===== src/rtl/ex_muldiv_pkg.sv =====
// ex_muldiv_pkg: M-extension funct3/funct7 codes and the muldiv FSM state encoding
package ex_muldiv_pkg;
  localparam logic [2:0] INST_MUL    = 3'b000;
  localparam logic [2:0] INST_MULH   = 3'b001;
  localparam logic [2:0] INST_MULHSU = 3'b010;
  localparam logic [2:0] INST_MULHU  = 3'b011;
  localparam logic [2:0] INST_DIV    = 3'b100;
  localparam logic [2:0] INST_DIVU   = 3'b101;
  localparam logic [2:0] INST_REM    = 3'b110;
  localparam logic [2:0] INST_REMU   = 3'b111;
  localparam logic [6:0] FUNCT7_M    = 7'b0000001;
  typedef enum logic [1:0] {IDLE, PREP, CALC, FIX} state_e;
endpackage


===== src/rtl/ex_muldiv_step.sv =====
// ex_muldiv_step: one radix-2 step; shift-add (mul) or restoring trial-subtract (div)
// div_i selects divide; p_i/p_o is the {hi,lo} working register; b_i is |multiplicand| or |divisor|.
module ex_muldiv_step #(
  parameter int XLEN = 32
) (
  input  logic              div_i,
  input  logic [2*XLEN-1:0] p_i,
  input  logic [XLEN-1:0]   b_i,
  output logic [2*XLEN-1:0] p_o
);
  logic [XLEN:0] sum, rem;
  logic [XLEN-1:0] dif;
  always_comb begin
    sum = {1'b0, p_i[2*XLEN-1:XLEN]} + (p_i[0] ? {1'b0, b_i} : '0);
    rem = p_i[2*XLEN-1:XLEN-1];
    dif = rem[XLEN-1:0] - b_i;
    p_o = div_i ? (rem >= {1'b0, b_i} ? {dif, p_i[XLEN-2:0], 1'b1} : {rem[XLEN-1:0], p_i[XLEN-2:0], 1'b0})
                : {sum, p_i[XLEN-1:1]};
  end
endmodule


===== src/rtl/ex_muldiv.sv =====
// ex_muldiv: iterative RV32M multiply/divide unit; start_i/op_i/op1_i/op2_i/rd_addr_i in, flush_i aborts, busy_o stalls, done_o=rd_wen_o writes rd_data_o to rd_addr_o
module ex_muldiv
  import ex_muldiv_pkg::*;
#(
  parameter int XLEN      = 32,
  parameter int STEP_BITS = 1,
  parameter int FAST_PATH = 1
) (
  input  logic            clk,
  input  logic            rst,
  input  logic            start_i,
  input  logic [2:0]      op_i,
  input  logic [XLEN-1:0] op1_i,
  input  logic [XLEN-1:0] op2_i,
  input  logic [4:0]      rd_addr_i,
  input  logic            flush_i,
  output logic            busy_o,
  output logic            done_o,
  output logic [4:0]      rd_addr_o,
  output logic [XLEN-1:0] rd_data_o,
  output logic            rd_wen_o
);
  localparam int ITER = XLEN / STEP_BITS;
  localparam int CW   = $clog2(ITER + 1);
  state_e state_q, state_d;
  logic [2:0] op_q;
  logic [XLEN-1:0] a_q, b_q, data_q, abs_a, abs_b, half, res;
  logic [4:0] rd_q, addr_q;
  logic [2*XLEN-1:0] p_q, p_neg;
  logic [CW-1:0] cnt_q;
  logic neg_q, neg_d, sgn1, sgn2, s1, s2, b_zero, ovf, fast;
  logic [2*XLEN-1:0] ch [STEP_BITS+1];
  assign ch[0] = p_q;
  for (genvar i = 0; i < STEP_BITS; i++) begin : g_step
    ex_muldiv_step #(.XLEN(XLEN)) u_step (.div_i(op_q[2]), .p_i(ch[i]), .b_i(b_q), .p_o(ch[i+1]));
  end
  always_comb begin
    sgn1   = !(op_q == INST_MULHU || op_q == INST_DIVU || op_q == INST_REMU);
    sgn2   = sgn1 && op_q != INST_MULHSU;
    s1     = sgn1 & a_q[XLEN-1];
    s2     = sgn2 & b_q[XLEN-1];
    abs_a  = s1 ? -a_q : a_q;
    abs_b  = s2 ? -b_q : b_q;
    b_zero = b_q == '0;
    ovf    = sgn2 && op_q[2] && a_q == {1'b1, {(XLEN-1){1'b0}}} && &b_q;
    fast   = FAST_PATH != 0 && op_q[2] && (b_zero || ovf);
    // divide by zero keeps a positive quotient so it stays all-ones; REM follows the dividend
    neg_d  = op_q[2] ? (op_q[1] ? s1 : (s1 ^ s2) & !b_zero) : s1 ^ s2;
    p_neg  = neg_q ? -p_q : p_q;
    half   = op_q[1] ? p_q[2*XLEN-1:XLEN] : p_q[XLEN-1:0];
    res    = op_q[2] ? (neg_q ? -half : half)
                     : (op_q[1:0] == 2'b00 ? p_neg[XLEN-1:0] : p_neg[2*XLEN-1:XLEN]);
  end
  always_comb begin
    state_d = state_q;
    unique case (state_q)
      IDLE:    state_d = start_i ? PREP : IDLE;
      PREP:    state_d = fast ? FIX : CALC;
      CALC:    state_d = cnt_q == CW'(1) ? FIX : CALC;
      default: state_d = IDLE;
    endcase
    if (flush_i) state_d = IDLE;
  end
  assign done_o    = state_q == FIX && !flush_i;
  assign rd_wen_o  = done_o;
  assign rd_data_o = done_o ? res : data_q;
  assign rd_addr_o = done_o ? rd_q : addr_q;
  assign busy_o    = start_i | state_q == PREP | state_q == CALC;
  always_ff @(posedge clk or negedge rst) begin
    if (!rst) begin
      state_q <= IDLE;
      op_q    <= '0;
      a_q     <= '0;
      b_q     <= '0;
      rd_q    <= '0;
      p_q     <= '0;
      neg_q   <= 1'b0;
      cnt_q   <= '0;
      data_q  <= '0;
      addr_q  <= '0;
    end else begin
      state_q <= state_d;
      if (state_q == IDLE && start_i) begin
        op_q <= op_i;
        a_q  <= op1_i;
        b_q  <= op2_i;
        rd_q <= rd_addr_i;
      end
      if (state_q == PREP) begin
        b_q   <= abs_b;
        neg_q <= neg_d;
        cnt_q <= CW'(ITER);
        // fast path preloads {remainder, quotient} so FIX selects the final answer directly
        p_q   <= fast && b_zero ? {abs_a, {XLEN{1'b1}}} : {{XLEN{1'b0}}, abs_a};
      end
      if (state_q == CALC) begin
        p_q   <= ch[STEP_BITS];
        cnt_q <= cnt_q - CW'(1);
      end
      if (done_o) begin
        data_q <= res;
        addr_q <= rd_q;
      end
    end
  end
endmodule


===== config.mk =====
export PLATFORM = sky130hd
export DESIGN_NAME = ex_muldiv
export DESIGN_NICKNAME = d
export VERILOG_FILES = /design/src/rtl/ex_muldiv_pkg.sv /design/src/rtl/ex_muldiv_step.sv /design/src/rtl/ex_muldiv.sv
export SDC_FILE = /design/constraint.sdc
export NUM_CORES = 1
export LEC_CHECK = 0
export ABC_CLOCK_PERIOD_IN_PS = 4800
export BUFFER_PORTS_ARGS = -buffer_cell sky130_fd_sc_hd__buf_2
export CAP_MARGIN = 20
export CORE_UTILIZATION = 35
export DETAILED_ROUTE_END_ITERATION = 7
export GPL_TIMING_DRIVEN = 0
export PLACE_DENSITY_LB_ADDON = 0.12
export SKIP_LAST_GASP = 1
export SLEW_MARGIN = 20
export SYNTH_ARGS = -nofsm -noshare
export SYNTH_HDL_FRONTEND = slang
export SYNTH_SLANG_ARGS = --single-unit

===== constraint.sdc =====
create_clock -name clk -period 4.8 [get_ports clk]
set_input_delay 0.48 -clock clk [delete_from_list [all_inputs] [get_ports clk]]
set_output_delay 0.48 -clock clk [all_outputs]
set_load 0.005 [all_outputs]

Word-level counts from Yosys, hierarchy flattened
Cells that the tools add are included.
{"block": "op_classes", "addsub": 7, "magnitude_cmp": 1, "eq_ne": 10, "mux": 26, "n_bitwise": 6, "reduce_logical": 21}
{"cell": "64-bit 2-to-1 mux", "n": 6}
{"cell": "32-bit 2-to-1 mux", "n": 10}
{"cell": "32-bit negator", "n": 3}
{"cell": "64-bit negator", "n": 1}
{"cell": "32-bit by 33-bit adder with 33-bit output", "n": 1}
{"cell": "33-bit by 32-bit greater-or-equal comparator with 1-bit output", "n": 1}
{"cell": "32-bit equality test (second input constant)", "n": 1}
{"cell": "32-bit logical NOT", "n": 1}
{"cell": "32-bit AND reduction", "n": 1}
{"cell": "32-bit subtractor", "n": 1}
{"cell": "6-bit 2-to-1 mux", "n": 2}
{"cell": "1-bit logical AND", "n": 8}
{"cell": "3-bit equality test (second input constant)", "n": 2}
{"cell": "6-bit by 1-bit equality test with 1-bit output (second input constant)", "n": 1}
{"cell": "2-bit one-hot mux with 3 select lines", "n": 1}
{"cell": "6-bit by 1-bit subtractor with 6-bit output (second input constant)", "n": 1}
{"cell": "1-bit 2-to-1 mux", "n": 5}
{"cell": "5-bit 2-to-1 mux", "n": 1}
{"cell": "2-bit equality test (second input constant)", "n": 2}
{"cell": "2-bit logical NOT", "n": 2}
{"cell": "2-bit nonzero test", "n": 2}
{"cell": "1-bit AND", "n": 3}
{"cell": "3-bit by 2-bit equality test with 1-bit output (second input constant)", "n": 1}
{"cell": "1-bit logical NOT", "n": 3}
{"cell": "other kinds (8)", "n": 11}
{"block": "totals", "regBits": 182, "output_inout_bits": 40, "wordCells": 81}

Longest topological paths before layout
Gate-level depths: netlist of the first run.
{"block": "depth", "word_depth": 14, "ltp_mapped": 16, "ltp_nobuf": 13}

By module
A second synthesis of the first run with hierarchy kept.
{"block": "hier_totals", "hier_cells": 2185, "hier_area_um2": 17184.0}
{"mod": "ex_muldiv", "instances": 1, "cells_each": 1514, "area_each_um2": 12485.7, "seq_area_each_um2": 4554.4}
{"mod": "ex_muldiv_step", "instances": 1, "cells_each": 671, "area_each_um2": 4698.3, "seq_area_each_um2": 0.0}

Worst setup path after synthesis of the first run
OpenSTA, ideal clock, no wires.
{"block": "synth_path", "kind": "reg-to-output", "startpoint": "register op_q[1]", "endpoint": "output port rd_data_o[26]", "arrival_ns": 3.995, "required_time_ns": 4.320, "path_slack_ns": 0.325, "stages_incl_launch_ff": 16, "cell_sequence": "dfrtp_1 -> buf_2 -> buf_2 -> buf_1 -> clkbuf_1 -> buf_1 -> buf_2 -> mux2i_1 -> ha_1 -> o221ai_1 -> or3_1 -> nor2_1 -> nand3_1 -> o31ai_1 -> xor2_1 -> a221o_1"}
{"block": "synth_between", "elab_chain_cells": 5, "elab_cells_between_ends": 7, "classes_between": "add/sub: 1; mux: 5; reduce/logical: 1"}
{"item": "from (decl)", "line_no": "ex_muldiv.sv:26", "text": "logic [2:0] op_q;"}
{"item": "from (signal assigned)", "line_no": "ex_muldiv.sv:84", "text": "op_q <= op_i;"}
{"item": "32-bit 2-to-1 mux", "line_no": "ex_muldiv.sv:50", "text": "half = op_q[1] ? p_q[2*XLEN-1:XLEN] : p_q[XLEN-1:0];"}
{"item": "32-bit negator", "line_no": "ex_muldiv.sv:51", "text": "res = op_q[2] ? (neg_q ? -half : half)"}
{"item": "32-bit 2-to-1 mux", "line_no": "ex_muldiv.sv:51"}
{"item": "32-bit 2-to-1 mux *", "line_no": "ex_muldiv.sv:51"}
{"item": "32-bit 2-to-1 mux *"}
{"item": "to (decl)", "line_no": "ex_muldiv.sv:20", "text": "output logic [XLEN-1:0] rd_data_o,"}
Every way passes the cells marked *; elsewhere a longest branch is shown, timed or not.

Worst setup path after layout of the first run
{"block": "layout_path", "startpoint": "register p_q[32]", "endpoint": "output port rd_data_o[29]"}
{"block": "layout_between", "elab_chain_cells": 5, "elab_cells_between_ends": 8, "classes_between": "add/sub: 2; mux: 6"}
{"item": "from (decl)", "line_no": "ex_muldiv.sv:29", "text": "logic [2*XLEN-1:0] p_q, p_neg;"}
{"item": "from (signal assigned)", "line_no": "ex_muldiv.sv:94", "text": "p_q <= fast && b_zero ? {abs_a, {XLEN{1'b1}}} : {{XLEN{1'b0}}, abs_a};"}
{"item": "from (signal assigned)", "line_no": "ex_muldiv.sv:97", "text": "p_q <= ch[STEP_BITS];"}
{"item": "64-bit negator or 32-bit 2-to-1 mux (tied branches)", "line_no": "ex_muldiv.sv:49, ex_muldiv.sv:50"}
{"item": "64-bit 2-to-1 mux or 32-bit negator (tied branches)", "line_no": "ex_muldiv.sv:49, ex_muldiv.sv:51"}
{"item": "32-bit 2-to-1 mux, on equally long branches", "line_no": "ex_muldiv.sv:52, ex_muldiv.sv:51"}
{"item": "32-bit 2-to-1 mux *", "line_no": "ex_muldiv.sv:51"}
{"item": "32-bit 2-to-1 mux *"}
Marked as above.

==> summary.md, run 1 <==
| Metric | Value |
|---|---|
| Worst r2r src | p_q[0] |
| Synth top area cells | dfrtp_1 27%, xnor2_1 6.0%, ha_1 5.7% |
| Cells after Synth | approximately 2100 |
| Max stage delay on crit path | about 0.54 ns |
| Status | finished with violations |
| PnR worst setup slack | roughly 0.051 ns |
| WL/cell | around 26 um |
| CTS Sinks | about 180 |
| Detailed Routing Iterations Pass 1 | 7 |
| Global-route wire length before repair | ~110000 um |
| Final setup fails | 0 |
| R2R cell count | 14 |
| Clk slew on worst S/H paths | 0.09 ns |
| Port Buffers | approximately 120 |
| Ordered list of cells on the worst path | clkbuf_1 > or4_1 > or4_1 > o22a_1 > nor3b_1 > nand2_1 > o21ai_0 > xor2_1 > a21oi_1 > o21ai_1 > buf_2 |
| Worst Hold Launch | flush_i |
| Worst path top cell family by delay | simple AND/OR/NAND/NOR gates |
| Slew Viols, Final | 0 |
| Vias in the first global route | 16300 |
| FP Rows | between 70 and 80 |
| Syn Nets | roughly 2200 |
| Critical-path top delay cell | or4_1 |
| WS Path Type | reg2out |
| Max-cap violation count | 0 |
| N_diodes | 0 |
| Ys async rst share | 100% |
| Via count | 17300 |
| CP Depth | 11 |
| Hold-critical path depth | 2 |
| Vias per cell | around 6.1 |
| Initial antenna violation count | 3 |
| Die area | 48600 sq um |
| DR iter-0 viols | ~1900 |
| Sequential-to-total area share from yosys stat | approximately 27% |
| Top-count cell post-synth | nand2_1 |
| Worst-margin pin slew | about 1.2 ns |
| Grt total ovfl | 0 |
| DRC viols | 7 |
| Number of synthesized flops with an enable pin | 0 |
| All-Layer GR Usage | 30.3% |
| Layout cells sized above 1 | around 12% |
| Top cell type's share of synthesized area | 27.3% |
| Synth cell count leaders | 223 x nand2_1, 182 x dfrtp_1, 173 x nor2_1 |
| Endpoint with the worst hold slack | state_q[1] |
| Crit-path max FO | 9 |
| Root Driver | clkbuf_16 |
| Final Hold Fails | 0 |
| Final Cycle Share | 98.9% |
| Synth unique cells | 84 |
| Top FF cell, synth | dfrtp_1 |
| Clk_lat worst skew | 0.50 ns |
| Die width | roughly 220 um |
| Top Ports | about 120 |
| Max_slew headroom | a little under a quarter |
| Leak | between 0.008 and 0.009 uW |
| Placeable Area | 46800 sq um |
| P&R area growth vs syn | 12.8% |
| Longest Clk Path Bufs | 2 |
| WP data required | 4.32 ns |
| CTS tree | yes |
| R2r endpoint | p_q[63] |
| RSZ-0062 raised after global routing | yes |
| Hold Crit Class | in2reg |
| Tmin final | ~4.7 ns |
| Total wire length | just over 70000 um |
| RePlAce Congestion | between 1 and 1.5 |
| CTS Buf Count | 17 |
| VDD IR max | 0.285 mV |
| Pwr Density | approximately 650 nW/um^2 |
| Failing checks | design-rule violations |
| F_max | between 200 and 250 MHz |
| R2R Setup Slk | 0.13 ns |
| Detailed Place HPWL | approximately 58000 um |
| Initial Util | a little over a third |
| Nets@finish | 2380 |
| Post-synth top area cell | dfrtp_1 |
| Syn Area/Cell | between 7 and 8 sq um |
| Most common cell on crit path | or4_1 |
| Routed Antenna Nets | 0 |
| Design Power | around 12000 uW |
| Worst-case clock skew | 0.0206 ns |
| Mapped cell area | 16700 sq um |
| Largest net degree at the start of global routing | 79 |
| Yosys warning total | 0 |
| H-tree depth | 4 |
| CP endpoint kind | output port |
| Dpl ws | -1.46 ns |
| Die height | 220 um |
| CP startpoint kind | flop |
| Worst EP arrival | ~4.3 ns |
| Synthesis-stage register bit count | around 180 |
| Worst path bufs/invs | 2 |
area by class of cell:
class	count	area [sq um]
Multi-Input combinational cell	1681	11300
Fill cell	4925	27900
Buffer	142	602
Clock buffer	17	425
Timing Repair Buffer	122	681
Inverter	80	304
Clock inverter	14	159
Tap cell	607	759
Sequential cell	182	4550
metrics by stage:
step / utilization (%) / cells / instance area [sq um] / hold WS [ns] / setup TNS (ns)
after floorplan: - / 2089 / 16700 / 0.184 / 0
after global placement: 38.5 / 2811 / 18000 / 0.450 / -29.19
after detailed placement: 38.7 / 2813 / 18100 / 0.359 / -21.33
after CTS: 40.0 / 2843 / 18700 / 0.119 / -0.0225
after global routing: 40.3 / 2845 / 18800 / 0.140 / -0.112
final: 40.3 / 2845 / 18800 / 0.142 / 0
state kept, by name, summed over array words and instances (netlist names):
| register | flops |
|---|---|
| a_q | 32 |
| addr_q | 5 |
| b_q | 32 |
| cnt_q | 6 |
| data_q | 32 |
| neg_q | 1 |
| op_q | 3 |
| p_q | 64 |
| rd_q | 5 |
| state_q | 2 |
report_power, final:
part | switching [uW] | total (uW) | internal, uW
clock | 768 | 1510 | 737
sequential | 788 | 2810 | 2030
combinational | 5030 | 7900 | 2880
worst max path at each step:
stage                         end  startpoint  slack, ns
global placement    rd_data_o[20]     op_q[1]      -1.46
CTS                 rd_data_o[20]     op_q[1]      -0.02
global route               p_q[0]     p_q[45]      -0.08
finish              rd_data_o[29]     p_q[32]       0.05
detailed placement  rd_data_o[30]     op_q[1]      -1.46
floorplan           rd_data_o[26]     op_q[1]       0.32
layout by cell type (no fill, tap or decap), types with 12 or more instances in the layout:
cell type,synthesis,layout
dfrtp_1,182,182
nor4_1,18,14
xor2_1,83,83
o211ai_1,19,19
nand2_1,223,223
or3_1,19,18
nor3_1,39,39
a22oi_1,16,16
clkbuf_16,0,17
a221oi_1,25,25
a21o_1,44,44
and3_1,17,17
clkbuf_1,120,113
mux2i_1,75,75
a21oi_1,156,153
buf_2,13,125
nand3_1,32,31
o21ai_0,168,164
inv_1,78,78
nor2_1,173,172
nor2b_1,12,12
o311ai_0,13,12
a31oi_1,29,29
nand4_1,27,27
ha_1,76,75
xnor2_1,114,114
a211oi_1,24,24
o31ai_1,39,39
mux2_2,56,56
routing by layer:
layer  share of wire (%)  routed length, um  vias up  track usage [%]
met4                 3.8               2750        0             12.0
met1                  44              32400     8564             42.3
met2                  43              31600      764             45.9
met3                 8.4               6100      134             5.40
li1                    -                  -     7860                -
met5                   0                  0        -                0
kinds of logic (layout without fill, tap and decap cells):
family,Yosys count,in the layout,share of synthesized area [%]
AO/OA/AOI/OAI,645,645,24.9
AND/OR/NAND/NOR,630,630,18.0
buffers and inverters,226,375,5.28
XOR/XNOR,197,197,10.3
flip-flops,182,182,27.3
multiplexers,131,131,8.28
adder cells (fa/ha/maj),78,78,5.94
what timing repair did:
item | in CTS | in global routing
resized for setup | 15 | 24
setup endpoints to repair | 38 | 41
hold endpoints to repair | 30 | 0
buffers inserted | 0 | 4
hold buffers | 1 | 0
pin swaps | 0 | 3
No activity file was read; power rests on OpenSTA's default activity.
==> inputs of run 2 (changes only) <==
--- a/config.mk
+++ b/config.mk
@@ -8,12 +8,15 @@
 export ABC_CLOCK_PERIOD_IN_PS = 4800
 export BUFFER_PORTS_ARGS = -buffer_cell sky130_fd_sc_hd__buf_2
 export CAP_MARGIN = 20
+export CORE_MARGIN = 2
 export CORE_UTILIZATION = 35
 export DETAILED_ROUTE_END_ITERATION = 7
 export GPL_TIMING_DRIVEN = 0
 export PLACE_DENSITY_LB_ADDON = 0.12
+export REMOVE_ABC_BUFFERS = 1
 export SKIP_LAST_GASP = 1
 export SLEW_MARGIN = 20
 export SYNTH_ARGS = -nofsm -noshare
 export SYNTH_HDL_FRONTEND = slang
 export SYNTH_SLANG_ARGS = --single-unit
+export TNS_END_PERCENT = 50
==> run 2 against run 1 <==
Compared with the run above: the run now ends clean; global-route usage shrank 5.3 points; flip-flop and latch count did not move; die area rose by 1.8%; clock power decreased by 6%; largest power group unchanged.
==> summary.md, run 2 (synthesized netlist as in run 1, its figures left out) <==
| Metric | Value |
|---|---|
| Switching share of power | 50.5% (-3.4 points) |
| Critical-path top delay cell | dfrtp_4 |
| FP Rows | 80 (+1.3%) |
| CTS Buf Count | 17 (unchanged) |
| Final setup fails | 0 (unchanged) |
| Total wire length | 60500 um (-17%) |
| Ordered list of cells on the worst path | mux2i_1 > ha_1 > o221ai_1 > or3_1 > nor2_1 > nand3_1 > o31ai_1 > xor2_1 > a221o_1 > buf_2 |
| Psw | 5680 uW (-14%) |
| Area of the multi-input gates | 11400 sq um (+0.24%) |
| DR iter-0 viols | 1369 (-26%) |
| Max stage delay on crit path | 0.68 ns (+0.14 ns) |
| Routed Antenna Nets | 0 (unchanged) |
| Clk_lat worst skew | 0.51 ns (about the same) |
| Detailed Routing Iterations Pass 1 | 5 (-2) |
| Leak | 0.00797 uW (-1.7%) |
| CTS Sinks | 182 (unchanged) |
| Most common cell after layout, fill and taps aside | nand2_1 |
| Hold-critical path depth | 2 (unchanged) |
| Share of total power in combinational logic | 60.6% (-4.1 points) |
| DP Cell Count | 2686 (-4.5%) |
| Fillcell total | 4962 (+0.75%) |
| Setup TNS | 0 ns (unchanged) |
| Max-cap violation count | 0 (unchanged) |
| Worst path top cell family by delay | simple AND/OR/NAND/NOR gates |
| Most frequent cells in the layout | 221 x nand2_1, 179 x dfrtp_1, 168 x nor2_1, 168 x o21ai_0, 156 x a21oi_1 |
| CP startpoint kind | flop |
| Longest Clk Path Bufs | 2 (unchanged) |
| Clk slew on worst S/H paths | 0.07 ns (-0.02 ns) |
| Dpl ws | -0.223 ns (+1.23 ns) |
| PnR worst setup slack | 0.112 ns (+0.0611 ns) |
| Pwr Density | 608 nW/um^2 (-6.3%) |
| Slew Viols, Final | 0 (unchanged) |
| Largest net degree at the start of global routing | 90 (+14%) |
| Flip-flop and latch area | 4570 sq um (+0.25%) |
| Top Ports | 116 (unchanged) |
| VDD IR max | 0.337 mV (+18%) |
| Final worst hold slack | 0.156 ns (+0.0143 ns) |
| Global-route wire length before repair | 95000 um (-11%) |
| Crit-path max FO | 33 (+24) |
| Largest Register | p_q |
| WL/cell | 22.2 um (-13%) |
| Worst-margin pin slew | 0.987 ns (-0.173 ns) |
| Layout Utilization | 38.9% (-1.3 points) |
| Final Hold Fails | 0 (unchanged) |
| Layout cells sized above 1 | 13.0% (+0.71 points) |
| Port Buffers | 115 (unchanged) |
| Clk pwr share | 12.6% (+0.3 points) |
| RSZ-0062 raised after global routing | yes |
| Die height | 222 um (+0.91%) |
| R2R cell count | 13 (-1) |
| F_max | 213 MHz (+1.3%) |
| H-tree depth | 4 (unchanged) |
| Worst-case clock skew | 0.0106 ns (-0.00995 ns) |
| Initial Util | 35.2% (-0.52 points) |
| Int Pwr | 5570 uW (-1.3%) |
| CP endpoint kind | output port |
| WS Path Type | reg2out |
| CTS tree | yes |
| WP data required | 4.32 ns (about the same) |
| Hold Crit Class | in2reg |
| Tmin final | 4.69 ns (-0.0611 ns) |
| Placeable Area | 47400 sq um (+1.5%) |
| Worst EP arrival | 4.21 ns (-0.06 ns) |
| Status | completed |
| Die area | 49400 sq um (+1.8%) |
| P&R area growth vs syn | 10.7% |
| RePlAce Congestion | 0.888 (-13%) |
| Final Cycle Share | 97.7% (-1.3 points) |
| Via count | 15800 (-8.5%) |
| Vias in the first global route | 15600 (-4.5%) |
| Grt total ovfl | 0 (unchanged) |
| Max_slew headroom | 34.2% (+12 points) |
| Die width | 222 um (+0.91%) |
| Max reg flops | 64 (unchanged) |
| Worst path bufs/invs | 1 (-1) |
| Post-route insts no fill | 2724 (-4.3%) |
| Initial antenna violation count | 1 (-2) |
| Sequential Power Share | 26.8% (+3.8 points) |
| Vias per cell | 5.82 (-4.5%) |
| Root Driver | clkbuf_16 |
| CP Depth | 10 (-1) |
| All-Layer GR Usage | 25.0% (-5.3 points) |
| Nets@finish | 2249 (-5.5%) |
| Detailed Place HPWL | 45500 um (-21%) |
| DRC viols | 0 (-7) |
==> run 2: layout make-up <==
class	count	area share [%]
flip-flops and latches	182	24.7
clock inverters	12	0.562
repair buffers	133	5.00
clock buffers	20	2.42
well taps	615	4.16
inverters	80	1.64
diodes	1	0.0135
multi-input cells	1681	61.5
==> run 2: routing by layer <==
metal	GRT usage [%]	routed length [um]	part of all wire, %
met2	40.6	28000	46
met4	11.0	2410	4.0
met5	0	11	0.018
met1	32.1	27100	45
met3	5.05	2930	4.8
==> run 2: power by group through the flow <==
stage / registers, uW / clock network (uW) / logic, uW
floorplan: 2720 / 0 / 4960
global placement: 3140 / 0 / 6570
detailed placement: 3020 / 0 / 6750
CTS: 2990 / 1480 / 6790
global route: 3110 / 1530 / 7610
finish: 3010 / 1420 / 6820
==> run 2: per-stage QoR <==
step	area (sq um)	power, uW
2_1_floorplan	16100	7670
4_1_cts	18400	11300
6_report	18500	11200
3_5_place_dp	17800	9760
3_3_place_gp	17500	9710
5_1_grt	18500	12200
==> run 2: final timing paths <==
path | from | to | slack [ns]
min in group asynchronous | rst | a_q[4] | 0.43
min | flush_i | state_q[1] | 0.16
max | op_q[1] | rd_data_o[26] | 0.11
min reg2reg | data_q[3] | data_q[3] | 0.47
max reg2reg | p_q[0] | p_q[63] | 0.32
max in group asynchronous | rst | op_q[1] | 3.58
==> run 2: repair_timing <==
action | in CTS | in global routing
hold buffers | 1 | 0
setup endpoints to repair | 13 | 12
pin swaps | 0 | 2
endpoints found under the hold margin | 28 | 0
gates resized for setup | 4 | 6
setup buffers | 0 | 4
==> inputs of run 3 (changes only) <==
==> constraint.sdc (replaced) <==
create_clock -name clk -period 4.8 [get_ports clk]
set_input_delay 0.48 -clock clk [delete_from_list [all_inputs] [get_ports clk]]
set_output_delay 0.48 -clock clk [all_outputs]
set_load 0.1 [all_outputs]
==> run 3 against run 2 <==
Compared with the run above: cell count is essentially flat; via count grew 0.44%; sequential power is essentially flat; highest routed layer unchanged; count of clock-buffer cells in the layout is the same; setup slack lost 0.012 ns; global-route usage grew 0.068 points; flip-flop and latch count is the same; largest power group unchanged; maximum frequency shrank 0.26%; clock power is essentially flat.
==> summary.md, run 3 (synthesized netlist as in run 1, its figures left out) <==
| Metric | Value |
|---|---|
| Final Cycle Share | 97.9% (+0.25 points) |
| Port Buffers | 115 (unchanged) |
| Via count | 15900 (+0.44%) |
| Die width | 222 um (unchanged) |
| Worst EP arrival | 4.22 ns (about the same) |
| WP data required | 4.32 ns (about the same) |
| Tmin final | 4.70 ns (+0.0121 ns) |
| WL/cell | 22.3 um (+0.37%) |
| Max reg flops | 64 (unchanged) |
| Design Power | 12200 uW (+8.3%) |
| Most common cell on crit path | or4_1 |
| Max-cap violation count | 0 (unchanged) |
| Longest Clk Path Bufs | 2 (unchanged) |
| Vias per cell | 5.84 (+0.37%) |
| Final setup fails | 0 (unchanged) |
| Max_slew headroom | 34.2% (-0.072 points) |
| Most common cell after layout, fill and taps aside | nand2_1 |
| CTS Sinks | 182 (unchanged) |
| Final Hold Fails | 0 (unchanged) |
| CP endpoint kind | output port |
| VDD IR max | 0.337 mV (about the same) |
| DR iter-0 viols | 1387 (+1.3%) |
| CP Depth | 10 (unchanged) |
| Ordered list of cells on the worst path | or4_1 > or4_1 > o22a_1 > nor3b_2 > nand2_1 > o21a_1 > xnor2_1 > a21oi_1 > o21ai_1 > buf_6 |
| H-tree depth | 4 (unchanged) |
| Die area | 49400 sq um (unchanged) |
| FP Rows | 80 (unchanged) |
| Critical-path top delay cell | or4_1 |
| Worst-margin pin slew | 0.988 ns (+0.00109 ns) |
| Worst path top cell family by delay | simple AND/OR/NAND/NOR gates |
| Post-route insts no fill | 2726 (+0.073%) |
| All-Layer GR Usage | 25.0% (+0.068 points) |
| Largest Register | p_q |
| DP Cell Count | 2686 (unchanged) |
| R2R cell count | 13 (unchanged) |
| Crit path to | rd_data_o[31] |
| Clk_lat worst skew | 0.51 ns (about the same) |
| Die height | 222 um (unchanged) |
| Status | completed |
| Initial Util | 35.2% (unchanged) |
| Max stage delay on crit path | 0.68 ns (about the same) |
| Total wire length | 60700 um (+0.44%) |
| CTS tree | yes |
| CP startpoint kind | flop |
| Worst r2r src | p_q[0] |
| Grt total ovfl | 0 (unchanged) |
| P&R area growth vs syn | 11.2% |
| Top Ports | 116 (unchanged) |
| CTS Buf Count | 17 (unchanged) |
| Largest net degree at the start of global routing | 90 (unchanged) |
| F_max | 213 MHz (-0.26%) |
| Most frequent cells in the layout | 221 x nand2_1, 179 x dfrtp_1, 168 x nor2_1 |
| Area of the multi-input gates | 11400 sq um (+0.15%) |
| Detailed Routing Iterations Pass 1 | 8 (+3) |
| Clk slew on worst S/H paths | 0.08 ns (about the same) |
| Hold Crit Class | in2reg |
| Detailed Place HPWL | 45500 um (unchanged) |
| Flip-flop and latch area | 4570 sq um (unchanged) |
| Pwr Density | 657 nW/um^2 (+7.9%) |
| Initial antenna violation count | 1 (unchanged) |
| Layout cells sized above 1 | 13.2% (+0.12 points) |
| Nets@finish | 2252 (+0.13%) |
| RSZ-0062 raised after global routing | yes |
| Vias in the first global route | 15600 (+0.10%) |
| Root Driver | clkbuf_16 |
| RePlAce Congestion | 0.888 (unchanged) |
| Worst-case clock skew | 0.0118 ns (+0.00121 ns) |
| N_diodes | 0 (-1) |
| R2R Setup Slk | 0.38 ns (+0.06 ns) |
| Crit-path max FO | 9 (-73%) |
| Placeable Area | 47400 sq um (unchanged) |
| Routed Antenna Nets | 0 (unchanged) |
| Leak | 0.00800 uW (+0.29%) |
| Fillcell total | 4952 (-0.20%) |
| Hold-critical path depth | 2 (unchanged) |
| Worst path bufs/invs | 1 (unchanged) |
| Critical Path Source | p_q[34] |
| DRC viols | 0 (unchanged) |
| R2r endpoint | p_q[63] |
| WS Path Type | reg2out |
| Slew Viols, Final | 0 (unchanged) |
| Global-route wire length before repair | 95200 um (+0.20%) |
-- run 3: worst min path at each step --
| stage | start | to | slack, ns |
|---|---|---|---|
| global route | flush_i | state_q[1] | 0.14 |
| finish | flush_i | state_q[1] | 0.16 |
| floorplan | rst | a_q[0] | 0.18 |
| CTS | flush_i | state_q[1] | 0.11 |
| detailed placement | rst | a_q[6] | 0.37 |
| global placement | data_q[3] | data_q[3] | 0.45 |
-- run 3: worst register-to-register path, stage by stage, from the launching register on --
cell       delay [ns]
dfrtp_1          0.44
inv_6            0.25
nor2_1           0.09
ha_1             0.25
fa_1             0.45
a211oi_1         0.34
o211ai_1         0.27
a2111oi_2        0.53
o31a_1           0.30
o21a_1           0.35
o21ai_0          0.25
a221o_1          0.37
a41oi_1          0.27
o21ai_0          0.12
-- run 3: layout make-up --
type / instances / share of cell area, %
Tap cell: 615 / 4.15
Multi-Input combinational cell: 1681 / 61.3
Timing Repair Buffer: 136 / 5.29
Clock buffer: 20 / 2.41
Clock inverter: 12 / 0.560
Sequential cell: 182 / 24.6
Inverter: 80 / 1.65
-- run 3: per-stage QoR --
stage	hold slack [ns]	setup TNS [ns]	setup WS (ns)	utilization, %	area [sq um]
finish	0.157	0	0.0995	39.1	18600
global route	0.145	-0.222	-0.0628	39.1	18600
CTS	0.111	-0.483	-0.186	39.0	18500
detailed placement	0.372	-0.373	-0.223	37.6	17800
global placement	0.447	-397.98	-3.86	36.8	17500
floorplan	0.184	-31.70	-1.34	-	16100
-- run 3: power by group --
part	internal [uW]	switching, uW	total [uW]	leakage (uW)
registers	2030	976	3010	0.00225
clock network	726	697	1420	0.000278
logic	2840	4910	7750	0.00546
-- run 3: timing repair --
| action | 4_1_cts | 5_1_grt |
|---|---|---|
| endpoints found under the hold margin | 28 | 0 |
| pin swaps | 2 | 2 |
| endpoints found under the setup margin | 27 | 19 |
| hold buffers | 1 | 0 |
| gates resized for setup | 15 | 10 |
| setup buffers | 3 | 4 |
-- run 3: routing by layer --
| metal | global-route usage (%) | part of all wire, % | up-vias |
|---|---|---|---|
| met5 | 0 | 0.018 | - |
| met4 | 11.0 | 4.0 | 2 |
| met3 | 5.05 | 5.1 | 108 |
| met2 | 40.7 | 46 | 394 |
| met1 | 32.2 | 45 | 7789 |
| li1 | - | - | 7623 |
